===== src/rtl/frame_luma_stat.sv =====
// Per-frame luma statistics: converts active RGB pixels to luma and accumulates count/sum/min/max.
// At each vs rising edge the frame is snapshotted and the mean is produced by a serial restoring divider.
module frame_luma_stat #(
    parameter int PIXEL_WIDTH = 8,
    parameter int CNT_WIDTH   = 24
) (
    input  logic                     clk,
    input  logic                     rst_n,
    input  logic [PIXEL_WIDTH*3-1:0] di_i,
    input  logic                     de_i,
    input  logic                     hs_i,
    input  logic                     vs_i,
    output logic [PIXEL_WIDTH-1:0]   mean_o,
    output logic [PIXEL_WIDTH-1:0]   min_o,
    output logic [PIXEL_WIDTH-1:0]   max_o,
    output logic [CNT_WIDTH-1:0]     cnt_o,
    output logic                     ovf_o,
    output logic                     stat_vld_o,
    output logic                     busy_o,
    output logic                     skip_o
);
    localparam int PW    = PIXEL_WIDTH;
    localparam int CW    = CNT_WIDTH;
    localparam int SUM_W = PW + CW;
    localparam int PRW   = PW + 8;
    localparam int YSW   = PW + 10;
    localparam int STW   = $clog2(SUM_W + 1);

    typedef enum logic [1:0] {
        S_IDLE = 2'd0,
        S_DIV  = 2'd1,
        S_DONE = 2'd2
    } state_t;

    // Pipeline registers: S0 input capture, S1 products, S2 luma
    logic [PW*3-1:0] s0_di_q;
    logic            s0_de_q, s0_mk_q, vs_prev_q;
    logic [PRW-1:0]  s1_pr_q, s1_pg_q, s1_pb_q;
    logic            s1_de_q, s1_mk_q;
    logic [PW-1:0]   s2_y_q;
    logic            s2_de_q, s2_mk_q;
    logic [YSW-1:0]  ysum_d;
    logic [PW-1:0]   y_d;

    // Accumulators, snapshot and divider state
    logic [CW-1:0]    acc_cnt_q, acc_cnt_d;
    logic [SUM_W-1:0] acc_sum_q, acc_sum_d;
    logic [PW-1:0]    acc_min_q, acc_min_d, acc_max_q, acc_max_d;
    logic             acc_ovf_q, acc_ovf_d;
    logic [CW-1:0]    snap_cnt_q;
    logic [SUM_W-1:0] snap_sum_q;
    logic [PW-1:0]    snap_min_q, snap_max_q;
    logic             snap_ovf_q, snap_vld_q, skip_q;
    state_t           state_q, state_d;
    logic [STW-1:0]   step_q;
    logic [SUM_W-1:0] dvd_q, dvd_d;
    logic [CW-1:0]    rem_q;
    logic [CW:0]      rem_sh, rem_d;
    logic             rem_ge, last_step;
    logic [PW-1:0]    mean_q, min_q, max_q;
    logic [CW-1:0]    cnt_q;
    logic             ovf_q;

    // hs_i carries nothing the statistics need; the tautology keeps the port consumed
    always_ff @(posedge clk) begin
        if (!rst_n) begin
            s0_di_q   <= '0;
            s0_de_q   <= 1'b0;
            s0_mk_q   <= 1'b0;
            vs_prev_q <= 1'b1;
            s1_pr_q   <= '0;
            s1_pg_q   <= '0;
            s1_pb_q   <= '0;
            s1_de_q   <= 1'b0;
            s1_mk_q   <= 1'b0;
            s2_y_q    <= '0;
            s2_de_q   <= 1'b0;
            s2_mk_q   <= 1'b0;
        end else begin
            s0_di_q   <= di_i;
            s0_de_q   <= de_i & (hs_i | ~hs_i);
            s0_mk_q   <= vs_i & ~vs_prev_q;
            vs_prev_q <= vs_i;
            s1_pr_q   <= PRW'(s0_di_q[PW*0 +: PW]) * PRW'(77);
            s1_pg_q   <= PRW'(s0_di_q[PW*1 +: PW]) * PRW'(150);
            s1_pb_q   <= PRW'(s0_di_q[PW*2 +: PW]) * PRW'(29);
            s1_de_q   <= s0_de_q;
            s1_mk_q   <= s0_mk_q;
            s2_y_q    <= y_d;
            s2_de_q   <= s1_de_q;
            s2_mk_q   <= s1_mk_q;
        end
    end

    always_comb begin
        ysum_d = YSW'(s1_pr_q) + YSW'(s1_pg_q) + YSW'(s1_pb_q) + YSW'(128);
        y_d    = PW'(ysum_d >> 8);
    end

    // Next accumulator values include the S3 pixel, so a closing frame keeps its last pixel
    always_comb begin
        acc_cnt_d = acc_cnt_q;
        acc_sum_d = acc_sum_q;
        acc_min_d = acc_min_q;
        acc_max_d = acc_max_q;
        acc_ovf_d = acc_ovf_q;
        if (s2_de_q) begin
            if (&acc_cnt_q) begin
                acc_ovf_d = 1'b1;
            end else begin
                acc_cnt_d = acc_cnt_q + CW'(1);
                acc_sum_d = acc_sum_q + SUM_W'(s2_y_q);
            end
            if (s2_y_q < acc_min_q) acc_min_d = s2_y_q;
            if (s2_y_q > acc_max_q) acc_max_d = s2_y_q;
        end
    end

    always_ff @(posedge clk) begin
        if (!rst_n) begin
            acc_cnt_q  <= '0;
            acc_sum_q  <= '0;
            acc_min_q  <= '1;
            acc_max_q  <= '0;
            acc_ovf_q  <= 1'b0;
            snap_cnt_q <= '0;
            snap_sum_q <= '0;
            snap_min_q <= '0;
            snap_max_q <= '0;
            snap_ovf_q <= 1'b0;
            snap_vld_q <= 1'b0;
            skip_q     <= 1'b0;
        end else begin
            snap_vld_q <= 1'b0;
            skip_q     <= 1'b0;
            if (s2_mk_q) begin
                acc_cnt_q <= '0;
                acc_sum_q <= '0;
                acc_min_q <= '1;
                acc_max_q <= '0;
                acc_ovf_q <= 1'b0;
                // Snapshot operands must stay stable while the divider reads them
                if (state_q != S_DIV) begin
                    snap_cnt_q <= acc_cnt_d;
                    snap_sum_q <= acc_sum_d;
                    snap_min_q <= acc_min_d;
                    snap_max_q <= acc_max_d;
                    snap_ovf_q <= acc_ovf_d;
                    snap_vld_q <= 1'b1;
                end else begin
                    skip_q <= 1'b1;
                end
            end else begin
                acc_cnt_q <= acc_cnt_d;
                acc_sum_q <= acc_sum_d;
                acc_min_q <= acc_min_d;
                acc_max_q <= acc_max_d;
                acc_ovf_q <= acc_ovf_d;
            end
        end
    end

    // Restoring division: dvd_q shifts the dividend out and the quotient in
    always_comb begin
        rem_sh    = {rem_q, dvd_q[SUM_W-1]};
        rem_ge    = rem_sh >= {1'b0, snap_cnt_q};
        rem_d     = rem_ge ? (rem_sh - {1'b0, snap_cnt_q}) : rem_sh;
        dvd_d     = {dvd_q[SUM_W-2:0], rem_ge};
        last_step = (step_q == STW'(SUM_W - 1));
    end

    always_comb begin
        state_d = state_q;
        case (state_q)
            S_IDLE:  if (snap_vld_q) state_d = S_DIV;
            S_DIV:   if (last_step) state_d = S_DONE;
            S_DONE:  state_d = S_IDLE;
            default: state_d = S_IDLE;
        endcase
    end

    always_ff @(posedge clk) begin
        if (!rst_n) begin
            state_q <= S_IDLE;
            step_q  <= '0;
            dvd_q   <= '0;
            rem_q   <= '0;
            mean_q  <= '0;
            min_q   <= '0;
            max_q   <= '0;
            cnt_q   <= '0;
            ovf_q   <= 1'b0;
        end else begin
            state_q <= state_d;
            if (state_q == S_IDLE && snap_vld_q) begin
                dvd_q  <= snap_sum_q;
                rem_q  <= '0;
                step_q <= '0;
            end
            if (state_q == S_DIV) begin
                dvd_q  <= dvd_d;
                rem_q  <= CW'(rem_d);
                step_q <= step_q + STW'(1);
                if (last_step) begin
                    // An empty frame would divide by zero and leave min at all-ones
                    mean_q <= (snap_cnt_q == '0) ? '0 : dvd_d[PW-1:0];
                    min_q  <= (snap_cnt_q == '0) ? '0 : snap_min_q;
                    max_q  <= snap_max_q;
                    cnt_q  <= snap_cnt_q;
                    ovf_q  <= snap_ovf_q;
                end
            end
        end
    end

    assign mean_o     = mean_q;
    assign min_o      = min_q;
    assign max_o      = max_q;
    assign cnt_o      = cnt_q;
    assign ovf_o      = ovf_q;
    assign stat_vld_o = (state_q == S_DONE);
    assign busy_o     = (state_q == S_DIV);
    assign skip_o     = skip_q;
endmodule

===== config.mk =====
export PLATFORM = sky130hd
export DESIGN_NAME = frame_luma_stat
export DESIGN_NICKNAME = d
export VERILOG_FILES = /design/src/rtl/frame_luma_stat.sv
export SDC_FILE = /design/constraint.sdc
export NUM_CORES = 1
export LEC_CHECK = 0
export ABC_AREA = 1
export CAP_MARGIN = 20
export CORE_MARGIN = 2
export CORE_UTILIZATION = 56
export CTS_BUF_LIST = sky130_fd_sc_hd__clkbuf_16
export CTS_CLUSTER_SIZE = 40
export DETAILED_ROUTE_END_ITERATION = 10
export GPL_ROUTABILITY_DRIVEN = 0
export GPL_TIMING_DRIVEN = 0
export PLACE_DENSITY_LB_ADDON = 0.08
export SYNTH_ARGS = -nofsm -noshare
export SYNTH_HDL_FRONTEND = slang
export SYNTH_SLANG_ARGS = --single-unit

===== constraint.sdc =====
create_clock -name clk -period 3.2 [get_ports clk]
set_input_delay 0.32 -clock clk [delete_from_list [all_inputs] [get_ports clk]]
set_output_delay 0.32 -clock clk [all_outputs]
set_load 0.1 [all_outputs]

==> results of run 1 <==
[cell families (layout without fill, tap and decap cells)]
| group | count (synthesis) | count (layout) | synth area share [%] |
|---|---|---|---|
| AND/OR/NAND/NOR | 1099 | 1099 | 24.3 |
| buffers and inverters | 597 | 752 | 11.6 |
| AO/OA/AOI/OAI | 452 | 452 | 12.8 |
| flip-flops | 343 | 343 | 34.6 |
| adder cells (fa/ha/maj) | 214 | 214 | 15.0 |
| XOR/XNOR | 38 | 38 | 1.68 |
[metal layers]
layer  GRT usage (%)  up-vias
met3            3.51      108
li1                -     9082
met4            10.6        0
met2            51.4      525
met1            38.8     8524
met5               0        -
[stage by stage]
step / TNS (ns) / instance area, sq um / utilization, %
6_report: 0 / 22800 / 65.8
5_1_grt: -0.174 / 22800 / 65.8
4_1_cts: 0 / 22600 / 65.0
3_5_place_dp: -2.08 / 21200 / 61.1
3_3_place_gp: -1.21 / 21200 / 61.1
2_1_floorplan: 0 / 19900 / -
[Yosys cell counts (3+ instances only)]
| library cell | instances | area, sq um |
|---|---|---|
| nand4_1 | 63 | 394 |
| buf_4 | 3 | 22.5 |
| nand2_2 | 10 | 62.6 |
| nor2_4 | 3 | 33.8 |
| clkbuf_1 | 57 | 214 |
| nor2_1 | 225 | 845 |
| xor2_1 | 27 | 236 |
| a221oi_1 | 5 | 43.8 |
| inv_1 | 495 | 1860 |
| ha_1 | 174 | 2180 |
| and2_1 | 6 | 37.5 |
| dfxtp_1 | 343 | 6870 |
| o21ai_1 | 7 | 35.0 |
| buf_6 | 4 | 45.0 |
| a211oi_1 | 3 | 22.5 |
| xnor2_1 | 11 | 96.3 |
| o21ai_0 | 122 | 611 |
| nor4_1 | 8 | 50.1 |
| nor3_1 | 20 | 100 |
| inv_2 | 11 | 41.3 |
| a31oi_1 | 6 | 37.5 |
| a21oi_1 | 238 | 1190 |
| nand3_2 | 7 | 70.1 |
| buf_1 | 10 | 37.5 |
| o21a_1 | 11 | 82.6 |
| nand3_1 | 184 | 921 |
| nor3_2 | 3 | 30.0 |
| o221ai_1 | 30 | 263 |
| nand2_1 | 541 | 2030 |
| or2_2 | 3 | 18.8 |
| nand3b_1 | 7 | 52.6 |
| buf_2 | 14 | 70.1 |
| fa_1 | 40 | 801 |
| o211ai_1 | 9 | 67.6 |
| o21bai_1 | 10 | 75.1 |
| nor2_2 | 11 | 68.8 |
[sequential cells by signal (all words and copies together) (netlist names), 13 cells and up]
name        flops
dvd_q          32
acc_cnt_q      24
s1_pr_q        15
cnt_o          24
snap_cnt_q     24
s0_di_q        24
s1_pb_q        13
acc_sum_q      32
s1_pg_q        15
snap_sum_q     32
rem_q          24
[power breakdown]
group | internal [uW] | switching, uW | leakage [uW] | total, uW
combinational | 895 | 1510 | 0.00765 | 2410
clock | 2540 | 1810 | 0.000613 | 4350
sequential | 4430 | 146 | 0.00279 | 4570
total | 7870 | 3470 | 0.0111 | 11300
[critical path, delay by kind of cell, from the launching register on]
kind | cells | cell delay, ns
compound gates | 5 | 0.70
fa+ha+maj | 4 | 1.68
buf+inv | 3 | 0.15
flops | 1 | 0.37
simple gates | 2 | 0.16
[how the worst min path moves through the flow]
stage	endpoint	cells past startpoint	from
floorplan	s0_mk_q$_SDFF_PN0_	1	vs_prev_q$_SDFF_PN1_
global placement	s0_mk_q$_SDFF_PN0_	1	vs_prev_q$_SDFF_PN1_
detailed placement	s0_mk_q$_SDFF_PN0_	1	vs_prev_q$_SDFF_PN1_
CTS	s0_di_q[4]$_SDFF_PN0_	3	di_i[4]
global route	s0_di_q[4]$_SDFF_PN0_	3	di_i[4]
finish	s0_di_q[4]$_SDFF_PN0_	3	di_i[4]
[layout make-up]
type | count | area, sq um
fill | 3105 | 11900
multi-input combinational | 1803 | 11000
sequential | 343 | 6900
inverter | 509 | 1910
clock buffer | 41 | 1030
timing repair buffer | 89 | 865
tap | 455 | 569
buffer | 88 | 389
clock inverter | 25 | 198
[timing repair]
item	CTS	global route
gates resized for setup	30	51
endpoints found under the setup margin	13	15
gates cloned	0	0
setup buffers	3	8
pin swaps	6	29
==> out/results.tsv, run 1 <==
stage	metric	value	unit
die	die_w	192	um
yosys	synth_cell_types	54	
timing	slew_viol_final	0	
timing	max_freq	0.317	GHz
finish	most-common-layout-cells	539 x nand2_1, 493 x inv_1, 331 x dfxtp_1, 228 x a21oi_1, 220 x nor2_1	
timing	period_minus_slack	3.16	ns
worst_setup_path	critPathSlowestCell	fa_1	
route	ant_nets	0	
timing	rsz0062_at_grt	true	
die	die_area	0.0369	sq mm
job	drv_cap	0	
finish	antenna_cells	0	
power_and_ir_drop	p_leak	0.0111	uW
worst_setup_path	crit_fanout	4	
timing	setup-violations-final	0	
clock_network	root_buffer	clkbuf_16	
status	status	finished, final reports clean	
timing	finalHoldViolations	0	
worst_setup_path	critPathCaptureType	flop	
timing	tightest_slew	0.994	ns
route	drt_iter0_drc	1353	
worst_setup_path	path_common_cell	inv_1	
power_and_ir_drop	powerDensity	496	mW/mm^2
route	post_drt_wl_per_cell	16.4	um
placement	dp_cells	3276	
timing	worst_clock_skew	0.0127	ns
worst_setup_path	r2r-start	s0_di_q[17]$_SDFF_PN0_	
finish	layout-drive-gt1-share	6.97	%
worst_setup_path	max_stage_delay	0.54	ns
yosys	ys_warn_count	0	
worst_setup_path	arrival	3.62	ns
clock_network	clkLatencyLatePin	0.55	ns
yosys	syn-instance-count	2743	
route	dr_total_vias	18239	
die	ios	81	
yosys	ys_seq_elements	343	
worst_setup_path	cp-startpoint	s0_di_q[17]$_SDFF_PN0_	
worst_setup_path	crit_chain	inv_1 > fa_1 > inv_1 > ha_1 > fa_1 > ha_4 > inv_1 > nor2_1 > o21ai_1 > a21oi_1 > o21ai_0 > nand2_1 > o21ai_0 > a21oi_1	
worst_setup_path	worstPathRequired	3.66	ns
power_and_ir_drop	ir_drop	471	uV
die	initial_core_util	57.2	%
timing	whs	0.286	ns
yosys	async_flop_share	0	%
min_path	hold_class	in -> reg	
finish	synthToLayoutAreaGrowth	15.1	%
clock_network	tritoncts	yes	
route	firstDrtPassIters	5	
worst_setup_path	r2r_end	s1_pb_q[9]$_SDFF_PN0_	
worst_setup_path	crit_path_end	s1_pb_q[9]$_SDFF_PN0_	
route	met3WireLength	3180	um
yosys	avgSynthCellArea	7.23	sq um
route	drc	0	
yosys	synth_edf_count	0	
clock_network	path_clk_slew	0.06	ns
clock_network	ctsHoldBuffers	0	
route	met2_length	26200	um
route	met1_length	24100	um
power_and_ir_drop	power	11300	uW
die	core_area	0.0347	sq mm
yosys	synthesis.area	0.0198	sq mm
finish	nets	3115	
placement	post-dp-hpwl	41500	um
route	wl	55100	um
clock_network	htree_levels	2	
timing	relSlewSlack	33.5	%
worst_setup_path	timing.setup.critical_path_class	reg -> reg	
finish	final_common_cell	nand2_1	
worst_setup_path	reg2reg_slack	0.04	ns
global_routing	grt_pass1_vias	17373	
timing	post-route-period-util	98.7	%
route	highest_layer	met4	
die	rows	68	
clock_network	cts_buffer_depth	3	
global_routing	antenna_found_initial	0	
worst_setup_path	start_kind	flop	
worst_setup_path	r2r_cells	14	
global_routing	grtUsageTotal	30.0	%
placement	port_buffers	78	
clock_network	cts_sinks	343	
placement	pre_cts_slack	-0.329	ns
yosys	syn-num-nets	2986	
global_routing	grt_pass1_wl	87500	um
clock_network	cts-buffers-inserted	38	
timing	setup_slack	0.0411	ns
yosys	ys_seq_area_share	34.6	%
route	via_per_inst	5.44	
die	die_y	192	um
global_routing	grt_max_degree	14	
finish	final_cells	3353	
yosys	synth_ff_type	dfxtp_1	
global_routing	grt_overflow_total	0	
Note: power is estimated with default switching activity, not from simulation.
==> run 2, diff against run 1 <==
--- a/config.mk
+++ b/config.mk
@@ -8,7 +8,7 @@
 export ABC_AREA = 1
 export CAP_MARGIN = 20
 export CORE_MARGIN = 2
-export CORE_UTILIZATION = 56
+export CORE_UTILIZATION = 46
 export CTS_BUF_LIST = sky130_fd_sc_hd__clkbuf_16
 export CTS_CLUSTER_SIZE = 40
 export DETAILED_ROUTE_END_ITERATION = 10
==> run 2 against run 1 <==
Via count decreased by 0.86%. Die area increased by 21%. Routed wire length increased by 2.4%. Critical endpoint is now s1_pg_q[13]$_SDFF_PN0_. Largest cell class unchanged. Largest power group is now clock.
==> out/results.tsv, run 2 (synthesis gave the netlist of run 1 again) <==
stage	metric	value	unit	change
worst_setup_path	worstPathRequired	3.68	ns	+0.02 ns
worst_setup_path	arrival	3.63	ns	about the same
global_routing	grtUsageTotal	25.5	%	-4.5 points
timing	period_minus_slack	3.15	ns	-0.00742 ns
power_and_ir_drop	powerDensity	501	mW/mm^2	+0.96%
finish	antenna_cells	0		unchanged
timing	setup-violations-final	0		unchanged
route	post_drt_wl_per_cell	16.4	um	-0.39%
finish	synthToLayoutAreaGrowth	16.0	%	
die	core_area	0.0428	sq mm	+23%
route	dr_total_vias	18083		-0.86%
clock_network	cts_sinks	343		unchanged
timing	slew_viol_final	0		unchanged
timing	rsz0062_at_grt	true		
power_and_ir_drop	p_leak	0.0111	uW	+0.32%
finish	final_common_cell	nand2_1		
timing	post-route-period-util	98.5	%	-0.23 points
job	drv_cap	0		unchanged
finish	nets	3115		unchanged
clock_network	path_clk_slew	0.06	ns	about the same
timing	worst_clock_skew	0.0216	ns	+0.00888 ns
route	wl	56400	um	+2.4%
worst_setup_path	critPathCaptureType	flop		
global_routing	grt_max_degree	15		+1
placement	dp_cells	3367		+2.8%
clock_network	ctsHoldBuffers	0		unchanged
route	drc	0		unchanged
clock_network	tritoncts	yes		
finish	most-common-layout-cells	539 x nand2_1, 493 x inv_1, 329 x dfxtp_1, 226 x a21oi_1, 220 x nor2_1		
timing	whs	0.286	ns	-0.000100 ns
worst_setup_path	start_kind	flop		
route	via_per_inst	5.25		-3.5%
die	die_area	0.0448	sq mm	+21%
finish	final_cells	3446		+2.8%
status	status	finished, final reports clean		
timing	relSlewSlack	31.3	%	-2.3 points
min_path	hold_class	in -> reg		
worst_setup_path	critPathSlowestCell	fa_1		
global_routing	grt_pass1_wl	90300	um	+3.2%
route	firstDrtPassIters	5		unchanged
finish	nFillCells	4199		+35%
timing	finalHoldViolations	0		unchanged
clock_network	htree_levels	2		unchanged
global_routing	grt_pass1_vias	17334		-0.22%
worst_setup_path	max_stage_delay	0.51	ns	-0.03 ns
placement	post-dp-hpwl	43500	um	+4.7%
timing	max_freq	0.317	GHz	+0.24%
placement	port_buffers	78		unchanged
global_routing	antenna_found_initial	0		unchanged
route	ant_nets	0		unchanged
global_routing	grt_overflow_total	0		unchanged
finish	layout-drive-gt1-share	7.41	%	+0.44 points
clock_network	clkLatencyLatePin	0.56	ns	about the same
finish	top_regs	acc_sum_q: 32 flops, dvd_q: 32 flops, snap_sum_q: 32 flops		
route	drt_iter0_drc	1212		-10%
timing	tightest_slew	1.03	ns	+0.0337 ns
die	die_w	212	um	+10%
clock_network	cts_buffer_depth	3		unchanged
die	ios	81		unchanged
die	rows	76		+12%
worst_setup_path	crit_fanout	4		unchanged
clock_network	root_buffer	clkbuf_16		
die	initial_core_util	46.4	%	-11 points
worst_setup_path	crit_chain	ha_4 > ha_4 > inv_2 > fa_1 > fa_1 > inv_2 > ha_4 > a21oi_2 > inv_2 > a31oi_4 > nor2_1 > nor2_1 > nor2_1 > o21ai_1 > inv_1 > nor2_2		
die	die_y	212	um	+10%
worst_setup_path	timing.setup.critical_path_class	reg -> reg		
power_and_ir_drop	ir_drop	489	uV	+3.7%
clock_network	cts-buffers-inserted	40		+5.3%
run 2: cell types whose count changed in the layout (fill, tap and decap cells not counted), moves of 3 or more:
cell,delta
a21oi_2,+4
o21ai_1,+3
o21ai_0,-4
clkinv_1,-3
clkinv_2,+5
run 2: final timing paths:
path / depth (start not counted) / slack, ns / endpoint / from
setup / recovery: 16 / 0.05 / s1_pg_q[13]$_SDFF_PN0_ / s0_di_q[12]$_SDFF_PN0_
hold / removal: 3 / 0.29 / s0_di_q[21]$_SDFF_PN0_ / di_i[21]
setup reg to reg: 16 / 0.05 / s1_pg_q[13]$_SDFF_PN0_ / s0_di_q[12]$_SDFF_PN0_
hold reg to reg: 1 / 0.39 / s0_mk_q$_SDFF_PN0_ / vs_prev_q$_SDFF_PN1_
run 2: stage by stage:
| stage | total power [uW] | util, % | TNS, ns | cell area [sq um] | setup slack, ns |
|---|---|---|---|---|---|
| 6_report | 11500 | 53.8 | 0 | 23000 | 0.0485 |
| 5_1_grt | 12200 | 53.8 | -0.0872 | 23000 | -0.0484 |
| 4_1_cts | 11500 | 53.2 | -0.00223 | 22700 | -0.00223 |
| 3_5_place_dp | 6840 | 49.8 | -1.68 | 21300 | -0.280 |
| 3_3_place_gp | 6800 | 49.8 | -1.59 | 21300 | -0.269 |
| 2_1_floorplan | 6240 | - | 0 | 19900 | 0.0262 |
run 2: repair_timing:
item | 4_1_cts | 5_1_grt
setup endpoints to repair | 14 | 17
gates resized for setup | 33 | 57
setup buffers | 4 | 6
pin swaps | 6 | 27
run 2: area by class of cell:
class	instances	area, sq um	share of cell area [%]
plain buffers	87	385	1.67
repair buffers	88	857	3.72
flip-flops and latches	343	6900	30.0
multi-input cells	1803	11000	47.7
clock inverters	29	278	1.21
inverters	509	1910	8.31
clock buffers	41	1030	4.46
well taps	546	683	2.97
run 2: metal layers:
layer	vias to the layer above	wire, um	track usage (%)
met5	-	0	0
li1	9103	-	-
met4	0	1240	7.53
met2	435	26000	42.4
met1	8460	26200	34.5
met3	85	3010	3.20
run 2: worst max-delay path: cells and delay by family (launching register included):
| kind | cells | cell delay (ns) |
|---|---|---|
| buf+inv | 4 | 0.20 |
| simple gates | 4 | 0.38 |
| flops | 1 | 0.35 |
| compound gates | 3 | 0.44 |
| fa+ha+maj | 5 | 1.73 |
run 2: report_power, final:
part           internal (uW)  switching [uW]  total [uW]
clock                   2730            1870        4600
sequential              4430             149        4580
combinational            879            1480        2360
==> run 3, diff against run 2 <==
--- a/config.mk
+++ b/config.mk
@@ -12,9 +12,11 @@
 export CTS_BUF_LIST = sky130_fd_sc_hd__clkbuf_16
 export CTS_CLUSTER_SIZE = 40
 export DETAILED_ROUTE_END_ITERATION = 10
+export DONT_BUFFER_PORTS = 1
 export GPL_ROUTABILITY_DRIVEN = 0
 export GPL_TIMING_DRIVEN = 0
 export PLACE_DENSITY_LB_ADDON = 0.08
+export SLEW_MARGIN = 0
 export SYNTH_ARGS = -nofsm -noshare
 export SYNTH_HDL_FRONTEND = slang
 export SYNTH_SLANG_ARGS = --single-unit
==> run 3 against run 2 <==
First-iteration DRC count is 18% lower. Hold slack better by 0.10 ns. Via count is 1.3% lower. Die area stayed put. Count of clock-buffer cells in the layout is 2 higher. Non-clock buffer count is 51 lower. Cell area is 2.2% lower. Maximum frequency is 0.67% higher. Global-route usage is 0.31 points higher. Register-to-register slack better by 0.02 ns. Routed wire length is 1.0% higher. Highest routed layer unchanged. Largest power group unchanged.
==> out/results.tsv, run 3 (synthesis gave the netlist of run 1 again) <==
stage	metric	value	unit	change
worst_setup_path	critPathSlowestCell	fa_1		
clock_network	root_buffer	clkbuf_16		
route	firstDrtPassIters	5		unchanged
timing	slew_viol_final	0		unchanged
timing	post-route-period-util	97.8	%	-0.66 points
job	drv_cap	0		unchanged
timing	finalHoldViolations	0		unchanged
worst_setup_path	crit_fanout	4		unchanged
timing	whs	0.387	ns	+0.101 ns
finish	final_cells	3401		-1.3%
finish	top_regs	acc_sum_q: 32 flops, dvd_q: 32 flops, snap_sum_q: 32 flops		
die	core_area	0.0428	sq mm	unchanged
finish	nets	3065		-1.6%
timing	worst_clock_skew	0.0151	ns	-0.00649 ns
timing	max_freq	0.319	GHz	+0.67%
finish	fin_util	52.6	%	-1.2 points
finish	final_common_cell	nand2_1		
timing	tightest_slew	1.14	ns	+0.111 ns
finish	nFillCells	4195		-0.095%
worst_setup_path	reg2reg_slack	0.07	ns	+0.02 ns
finish	most-common-layout-cells	538 x nand2_1, 495 x inv_1, 330 x dfxtp_1, 227 x a21oi_1, 220 x nor2_1		
worst_setup_path	start_kind	flop		
global_routing	grt_max_degree	14		-1
placement	dp_cells	3289		-2.3%
worst_setup_path	critPathCaptureType	flop		
global_routing	grtUsageTotal	25.8	%	+0.31 points
clock_network	cts_sinks	343		unchanged
power_and_ir_drop	p_leak	0.0109	uW	-1.4%
power_and_ir_drop	powerDensity	513	mW/mm^2	+2.5%
worst_setup_path	worstPathRequired	3.69	ns	about the same
die	die_y	212	um	unchanged
finish	antenna_cells	0		unchanged
global_routing	grt_pass1_vias	17251		-0.48%
clock_network	cts-buffers-inserted	41		+2.5%
clock_network	clkLatencyLatePin	0.57	ns	about the same
route	drc	0		unchanged
timing	period_minus_slack	3.13	ns	-0.0211 ns
clock_network	tritoncts	yes		
clock_network	path_clk_slew	0.06	ns	about the same
die	rows	76		unchanged
timing	setup-violations-final	0		unchanged
power_and_ir_drop	ir_drop	479	uV	-1.9%
status	status	finished, final reports clean		
placement	port_buffers	0		-100%
worst_setup_path	max_stage_delay	0.55	ns	+0.04 ns
route	via_per_inst	5.25		about the same
die	ios	81		unchanged
timing	rsz0062_at_grt	true		
route	dr_total_vias	17853		-1.3%
clock_network	cts_buffer_depth	3		unchanged
global_routing	antenna_found_initial	0		unchanged
finish	synthToLayoutAreaGrowth	13.5	%	
worst_setup_path	arrival	3.62	ns	about the same
die	die_area	0.0448	sq mm	unchanged
worst_setup_path	crit_chain	ha_4 > ha_4 > inv_2 > fa_1 > fa_1 > inv_2 > ha_4 > nand2_1 > nor2_1 > a21oi_2 > o21bai_1 > o21ai_0 > a21oi_1		
clock_network	htree_levels	2		unchanged
min_path	hold_class	in -> reg		
die	die_w	212	um	unchanged
worst_setup_path	timing.setup.critical_path_class	reg -> reg		
power_and_ir_drop	power	11600	uW	+0.25%
global_routing	grt_overflow_total	0		unchanged
placement	post-dp-hpwl	44000	um	+1.1%
finish	design_area	0.0225	sq mm	-2.2%
route	post_drt_wl_per_cell	16.8	um	+2.4%
finish	layout-drive-gt1-share	7.57	%	+0.15 points
route	drt_iter0_drc	994		-18%
route	wl	57000	um	+1.0%
placement	placed_area	0.0205	sq mm	-3.6%
global_routing	grt_pass1_wl	90700	um	+0.46%
die	initial_core_util	46.4	%	unchanged
worst_setup_path	path_common_cell	ha_4		
timing	relSlewSlack	24.0	%	-7.2 points
route	ant_nets	0		unchanged
## run 3: cell count changes in the layout (fill, tap and decap cells not counted), sizes merged
| cell | previous run | this run |
|---|---|---|
| bufinv | 5 | 3 |
| clkdlybuf4s50 | 77 | 0 |
| clkbuf | 97 | 100 |
| dlygate4sd3 | 0 | 26 |
| clkinvlp | 4 | 6 |
| inv | 513 | 517 |
| clkdlybuf4s15 | 1 | 0 |
## run 3: area by class of cell
cell class	count	area, sq um	area share (%)
inverter	509	1910	8.50
tap	546	683	3.03
clock buffer	43	1080	4.78
sequential	343	6900	30.6
timing repair buffer	36	335	1.49
buffer	88	390	1.73
multi-input combinational	1803	11000	48.7
clock inverter	33	250	1.11
## run 3: critical path, delay by kind of cell, from the launching register on
kind            cells  cell delay (ns)
compound gates      4             0.52
fa+ha+maj           5             1.79
buf+inv             2             0.08
flops               1             0.36
simple gates        2             0.28
## run 3: worst paths after layout
path	start	end	depth (start not counted)
worst min-delay path	di_i[8]	s0_di_q[8]$_SDFF_PN0_	3
worst max-delay path	s0_di_q[5]$_SDFF_PN0_	s1_pr_q[11]$_SDFF_PN0_	13
worst max register to register	s0_di_q[5]$_SDFF_PN0_	s1_pr_q[11]$_SDFF_PN0_	13
worst min register to register	vs_prev_q$_SDFF_PN1_	s0_mk_q$_SDFF_PN0_	1
## run 3: stage by stage
| stage | setup TNS (ns) | setup WS (ns) |
|---|---|---|
| 2_1_floorplan | 0 | 0.0262 |
| 3_3_place_gp | -1.57 | -0.262 |
| 3_5_place_dp | -1.77 | -0.289 |
| 4_1_cts | 0 | 0.00300 |
| 5_1_grt | -0.235 | -0.0942 |
| 6_report | 0 | 0.0696 |
## run 3: timing repair
| action | CTS | global route |
|---|---|---|
| hold endpoints to repair | 27 | 0 |
| pin swaps | 7 | 30 |
| buffers inserted | 4 | 6 |
| resized for setup | 25 | 59 |
| setup endpoints to repair | 12 | 16 |
| hold buffers | 26 | 0 |
## run 3: metal layers
metal | vias up | share of wire (%) | track usage (%)
li1 | 9002 | - | -
met1 | 8320 | 44 | 33.0
met2 | 421 | 46 | 42.7
met3 | 110 | 6.3 | 5.18
met4 | 0 | 3.7 | 9.81
met5 | - | 0 | 0
## run 3: where the power goes
| part | switching, uW | internal (uW) |
|---|---|---|
| Clock | 1940 | 2680 |
| Sequential | 153 | 4430 |
| Combinational | 1480 | 872 |
| Total | 3570 | 7980 |
